===== src/rtl/bitrev_reorder_buf.sv =====
// -----------------------------------------------------------------------------
// bitrev_reorder_buf
//
// Purpose:
//   Ping-pong frame reorder buffer. Samples arrive in natural index order and
//   each completed frame leaves in bit-reversed index order. There are two
//   banks of N = 2**LOG2N samples. One bank fills while the other drains.
//   Both sides use a valid/ready handshake.
//
// Parameters:
//   DATA_W  sample width in bits
//   LOG2N   log2 of the frame length (legal range 1..10)
//
// Ports:
//   clk        system clock, rising edge
//   rst_n      synchronous active-low reset
//   in_valid   in_data is valid this cycle
//   in_ready   buffer can accept a sample this cycle
//   in_data    input sample, natural order
//   in_last    producer's end-of-frame marker (checked only)
//   out_valid  out_data is valid this cycle
//   out_ready  consumer accepts out_data this cycle
//   out_data   output sample, bit-reversed order (0 when not valid)
//   out_last   final sample of the output frame
//   frame_err  sticky framing error (in_last disagreed with the write index)
// -----------------------------------------------------------------------------
module bitrev_reorder_buf #(
    parameter int DATA_W = 16,
    parameter int LOG2N  = 4
) (
    input  logic              clk,
    input  logic              rst_n,
    input  logic              in_valid,
    output logic              in_ready,
    input  logic [DATA_W-1:0] in_data,
    input  logic              in_last,
    output logic              out_valid,
    input  logic              out_ready,
    output logic [DATA_W-1:0] out_data,
    output logic              out_last,
    output logic              frame_err
);

    localparam int              N       = 1 << LOG2N;
    localparam logic [LOG2N-1:0] IDX_MAX = LOG2N'(N - 1);
    localparam logic [LOG2N-1:0] IDX_ONE = LOG2N'(1);

    // -------------------------------------------------------------------------
    // Control state
    // -------------------------------------------------------------------------
    logic             wr_bank_q,   wr_bank_d;
    logic [LOG2N-1:0] wr_idx_q,    wr_idx_d;
    logic             rd_bank_q,   rd_bank_d;
    logic [LOG2N-1:0] rd_idx_q,    rd_idx_d;
    logic [1:0]       full_q,      full_d;
    logic             frame_err_q, frame_err_d;

    logic             accept;
    logic             xfer;
    logic             wr_at_end;
    logic             rd_at_end;
    logic [LOG2N-1:0] rd_addr_rev;
    logic [DATA_W-1:0] rd_word [2];

    // in_ready and out_valid are functions of registered state only. This
    // keeps in_ready independent of out_ready, so a freed bank becomes
    // visible to the producer one cycle after its last transfer.
    assign in_ready  = !full_q[wr_bank_q];
    assign out_valid = full_q[rd_bank_q];

    assign accept    = in_valid  && in_ready;
    assign xfer      = out_valid && out_ready;
    assign wr_at_end = (wr_idx_q == IDX_MAX);
    assign rd_at_end = (rd_idx_q == IDX_MAX);

    // -------------------------------------------------------------------------
    // Bit-reversed read address: bit i of the address is bit LOG2N-1-i of
    // the read index.
    // -------------------------------------------------------------------------
    generate
        for (genvar gi = 0; gi < LOG2N; gi++) begin : gen_bitrev
            assign rd_addr_rev[gi] = rd_idx_q[LOG2N-1-gi];
        end
    endgenerate

    // -------------------------------------------------------------------------
    // Sample storage: two banks of N words. The banks are not reset, and
    // stale contents are never visible because out_data is masked unless the
    // bank being read is full. The read is combinational so that a sample
    // is presented in the cycle its bank becomes full.
    // -------------------------------------------------------------------------
    generate
        for (genvar gi = 0; gi < 2; gi++) begin : gen_bank
            logic [DATA_W-1:0] mem_q [N];
            logic              bank_we;

            assign bank_we = rst_n && accept && (wr_bank_q == 1'(gi));

            always_ff @(posedge clk) begin
                if (bank_we) begin
                    mem_q[wr_idx_q] <= in_data;
                end
            end

            assign rd_word[gi] = mem_q[rd_addr_rev];
        end
    endgenerate

    assign out_data  = out_valid ? rd_word[rd_bank_q] : '0;
    assign out_last  = out_valid && rd_at_end;
    assign frame_err = frame_err_q;

    // -------------------------------------------------------------------------
    // Next-state logic. A fill and a drain in the same cycle always touch
    // different full bits: writes only target a non-full bank, and reads
    // only come from a full bank. Both updates can therefore be applied
    // unconditionally.
    // -------------------------------------------------------------------------
    always_comb begin
        wr_bank_d   = wr_bank_q;
        wr_idx_d    = wr_idx_q;
        rd_bank_d   = rd_bank_q;
        rd_idx_d    = rd_idx_q;
        full_d      = full_q;
        frame_err_d = frame_err_q;

        if (accept) begin
            // Index wraps modulo N through the natural overflow of the add.
            wr_idx_d = wr_idx_q + IDX_ONE;
            if (wr_at_end) begin
                full_d[wr_bank_q] = 1'b1;
                wr_bank_d         = !wr_bank_q;
            end
            // in_last only flags a mismatch. Frame boundaries always come
            // from the write index.
            if (in_last != wr_at_end) begin
                frame_err_d = 1'b1;
            end
        end

        if (xfer) begin
            rd_idx_d = rd_idx_q + IDX_ONE;
            if (rd_at_end) begin
                full_d[rd_bank_q] = 1'b0;
                rd_bank_d         = !rd_bank_q;
            end
        end
    end

    // -------------------------------------------------------------------------
    // State registers
    // -------------------------------------------------------------------------
    always_ff @(posedge clk) begin
        if (!rst_n) begin
            wr_bank_q   <= 1'b0;
            wr_idx_q    <= '0;
            rd_bank_q   <= 1'b0;
            rd_idx_q    <= '0;
            full_q      <= 2'b00;
            frame_err_q <= 1'b0;
        end else begin
            wr_bank_q   <= wr_bank_d;
            wr_idx_q    <= wr_idx_d;
            rd_bank_q   <= rd_bank_d;
            rd_idx_q    <= rd_idx_d;
            full_q      <= full_d;
            frame_err_q <= frame_err_d;
        end
    end

endmodule


===== config.mk =====
export PLATFORM = sky130hd
export DESIGN_NAME = bitrev_reorder_buf
export DESIGN_NICKNAME = d
export VERILOG_FILES = /design/src/rtl/bitrev_reorder_buf.sv
export SDC_FILE = /design/constraint.sdc
export NUM_CORES = 1
export LEC_CHECK = 0
export CAP_MARGIN = 20
export CORE_ASPECT_RATIO = 0.9
export CORE_MARGIN = 5
export CORE_UTILIZATION = 45
export CTS_CLUSTER_SIZE = 20
export DETAILED_ROUTE_END_ITERATION = 6
export PLACE_DENSITY = 0.63
export SLEW_MARGIN = 20
export SYNTH_ARGS = -nofsm -noshare
export SYNTH_HDL_FRONTEND = slang
export SYNTH_SLANG_ARGS = --single-unit

===== constraint.sdc =====
create_clock -name clk -period 3.7 [get_ports clk]
set_input_delay 0.555 -clock clk [delete_from_list [all_inputs] [get_ports clk]]
set_output_delay 0.555 -clock clk [all_outputs]
set_load 0.05 [all_outputs]

==> flow_summary.json <==
{
  "switching_power_mw": 2.31,
  "wl_per_cell_um": 27.8,
  "critPathLaunchType": "flip-flop",
  "slowest_delay_ps": 550,
  "clock_latency_ps": 590,
  "min_path_cells": 1,
  "min_path_type": "flip-flop to flip-flop",
  "total_power_mw": 11.6,
  "syn-num-nets": 977,
  "grt_use_met1_pct": 28.4,
  "fin_cells": 1711,
  "critPathKind": "flip-flop to output pin",
  "cp_max_fo": 19,
  "fin_skew_ps": 10.7,
  "use_met2_pct": 28.7,
  "grt_start_max_net_pins": 53,
  "first_iter_violations": 1166,
  "netlist.area_leader.share_pct": 74.1,
  "setup_viol": 0,
  "track_usage_pct": 18.9,
  "synthCells": 951,
  "htree_levels": 2,
  "layout.nets": 1089,
  "seqPwrFrac_pct": 56.7,
  "post_cts.repair.setup_buffers": 0,
  "p_leak_nw": 7.41,
  "worstSetupEndpointType": "output pin",
  "slew_headroom_pct": 40.5,
  "critical_path.cell_chain": "buf_4, mux4_2, mux2i_1, a221o_1, a31oi_1, buf_12",
  "dieArea_sq_mm": 0.0505,
  "grt_pass1_vias": 9994,
  "tightestPinTransition_ps": 891,
  "cts-root-buf": "clkbuf_16",
  "synth-seq-area-share_pct": 75.7,
  "p_int_mw": 9.32,
  "final.min_clock_period_ps": 3500,
  "yosys_warnings": 0,
  "post-place-cells": 1617,
  "drive_above_1_share_pct": 23.4,
  "hpwl_um": 27800,
  "cp_slowest_cell": "mux4_2",
  "ys_ff_latch": 529,
  "clock.fmax_mhz": 286,
  "viasPerCell": 5.83,
  "met3_usage_pct": 3.52,
  "ctsLongestPathBuffers": 3,
  "busiest_layer": "met2",
  "coreArea_sq_mm": 0.0455,
  "ant_nets": 0,
  "fp.dieW_um": 236,
  "num-fill-cells": 3515,
  "route.detailed.drc": 0,
  "post_cts_resized": 0,
  "ys.flop_type": "edfxtp_1",
  "hold_violations": 0,
  "crit_required_ps": 3140,
  "io-pin-count": 41,
  "outcome": "completed",
  "cap_violations": 0,
  "worst-endpoint-arrival_ps": 2950,
  "grt_pass1_wl_um": 69500,
  "diodes": 0,
  "min_period_over_period_pct": 94.7,
  "swShare_pct": 19.8,
  "cts_sinks": 529,
  "syn_area_per_cell_sq_um": 21.8,
  "synthesis.area_sq_mm": 0.0207,
  "pwr-share-comb_pct": 1.7,
  "row_count": 74,
  "start_util_pct": 45.6,
  "gp_congestion": 0.786,
  "slew_viol_final": 0,
  "rsz0062_at_grt": "false",
  "vdd_drop_max_mv": 0.370,
  "antenna_found_initial": 1,
  "power.density_mw_per_mm2": 490,
  "cts.hold.buffers_added": 0,
  "vias": 9978,
  "firstDrtPassIters": 5,
  "synth.area.top_cells": "edfxtp_1, mux4_2, mux4_1",
  "cts_buffers": 52,
  "synthDistinctLibCells": 45,
  "die_y_um": 214,
  "async_reset_ff_share_pct": 0,
  "area_growth_pct": 14.5,
  "p_clk_share_pct": 41.7,
  "cts_tree": "yes",
  "path_clk_slew_ps": 60,
  "reg2reg_depth": 6,
  "setup_tns_ps": 0,
  "gr-total-overflow": 0,
  "wl_um": 47500,
  "yosysTopAreaCell": "edfxtp_1",
  "synth-edff-count": 512,
  "portBuffers": 40
}
==> final cells by class <==
type / instances / area (sq um) / share of cell area (%)
clock inverter: 28 / 164 / 0.690
multi-input combinational: 365 / 4550 / 19.2
timing repair buffer: 110 / 1160 / 4.90
clock buffer: 66 / 1380 / 5.79
tap: 608 / 761 / 3.20
sequential: 529 / 15700 / 66.2
inverter: 5 / 18.8 / 0.0790
==> cell usage in the layout (no fill, tap or decap), types with 2 or more instances in the layout <==
cell type        Yosys  routed
a21oi_1              3       3
a221o_1             16      16
a221oi_1            11      11
a22oi_1             16      16
a31oi_1             17      17
and2b_2              2       2
and3_1               2       2
buf_12               2      23
buf_2                8       2
buf_4                4      63
clkbuf_1             8      13
clkbuf_16            0      53
clkdlybuf4s50_1      0      22
clkinv_1             0      15
clkinv_2             0      10
dfxtp_1             17      14
dfxtp_4              0       2
edfxtp_1           512     512
ha_1                 5       5
inv_1                4       4
mux2i_1             65      65
mux4_1              38      38
mux4_2              74      74
nand2_1             23      23
nand2b_1             2       2
nand3_1              8       8
nor2_1              45      27
nor2_2               0      18
o2111ai_1            5       5
o21ai_0             12      12
xnor2_1              2       2
xor2_1               6       6
==> Yosys cell counts, drive strengths merged, types with 3 or more instances <==
cell type and number:
ha 5, o2111ai 5, a22oi 16, edfxtp 512, a31oi 17, inv 5
a21oi 3, nand2 23, a221oi 11, a221o 16, mux4 112, xor2 6
clkbuf 20, nor2 45, nand3 8, o21ai 12, dfxtp 17, mux2i 66
buf 31
==> worst max-delay path, delay by kind of cell (launching register included) <==
| family | cells | cell delay, ps |
|---|---|---|
| compound gates | 2 | 470 |
| buf+inv | 2 | 540 |
| flops | 1 | 390 |
| mux | 2 | 940 |
==> through the flow <==
stage	util [%]	setup slack (ps)	cell area (sq um)	hold slack [ps]
final	52.3	197	23800	485
after global routing	52.3	30.8	23800	508
after CTS	52.3	135	23800	490
after detailed placement	48.9	570	22200	475
after global placement	48.9	676	22200	455
after floorplan	-	200	20700	468
==> layer usage <==
layer  up-vias  wire, um
li1       4243         -
met1      5284     21200
met2       384     21600
met3        67      3570
met4         0      1220
met5         -         0
==> state kept, by name, summed over array words and instances, names as in the netlist, named ones only <==
register	cells
gen_bank.mem_q	512
rd_idx_q	4
wr_idx_q	4
full_q	2
frame_err	1
rd_bank_q	1
wr_bank_q	1
==> power by group through the flow <==
stage | clock network (mW) | logic [mW] | registers [mW]
after global routing | 5.18 | 0.208 | 6.59
after global placement | 0 | 0.189 | 6.72
after floorplan | 0 | 0.0379 | 6.72
final | 4.85 | 0.193 | 6.59
after detailed placement | 0 | 0.197 | 6.72
after CTS | 4.93 | 0.197 | 6.59
==> cells by family (layout without fill, tap and decap cells) <==
logic type	Yosys count	in the layout	synth area share [%]
compound gates	83	83	3.03
buf+inv	57	209	2.55
fa+ha+maj	5	5	0.302
flops	529	529	75.7
xor+xnor	8	8	0.338
simple gates	91	91	1.94
mux	178	178	16.1
==> path summary, 6_finish.rpt <==
| check | endpoint | slack, ps | from |
|---|---|---|---|
| max | out_data[3] | 200 | flip-flop |
| min | frame_err | 480 | frame_err |
| max reg2reg | flip-flop | 1490 | rd_bank_q |
| min reg2reg | frame_err | 480 | frame_err |
No activity file was read; power rests on OpenSTA's default activity.
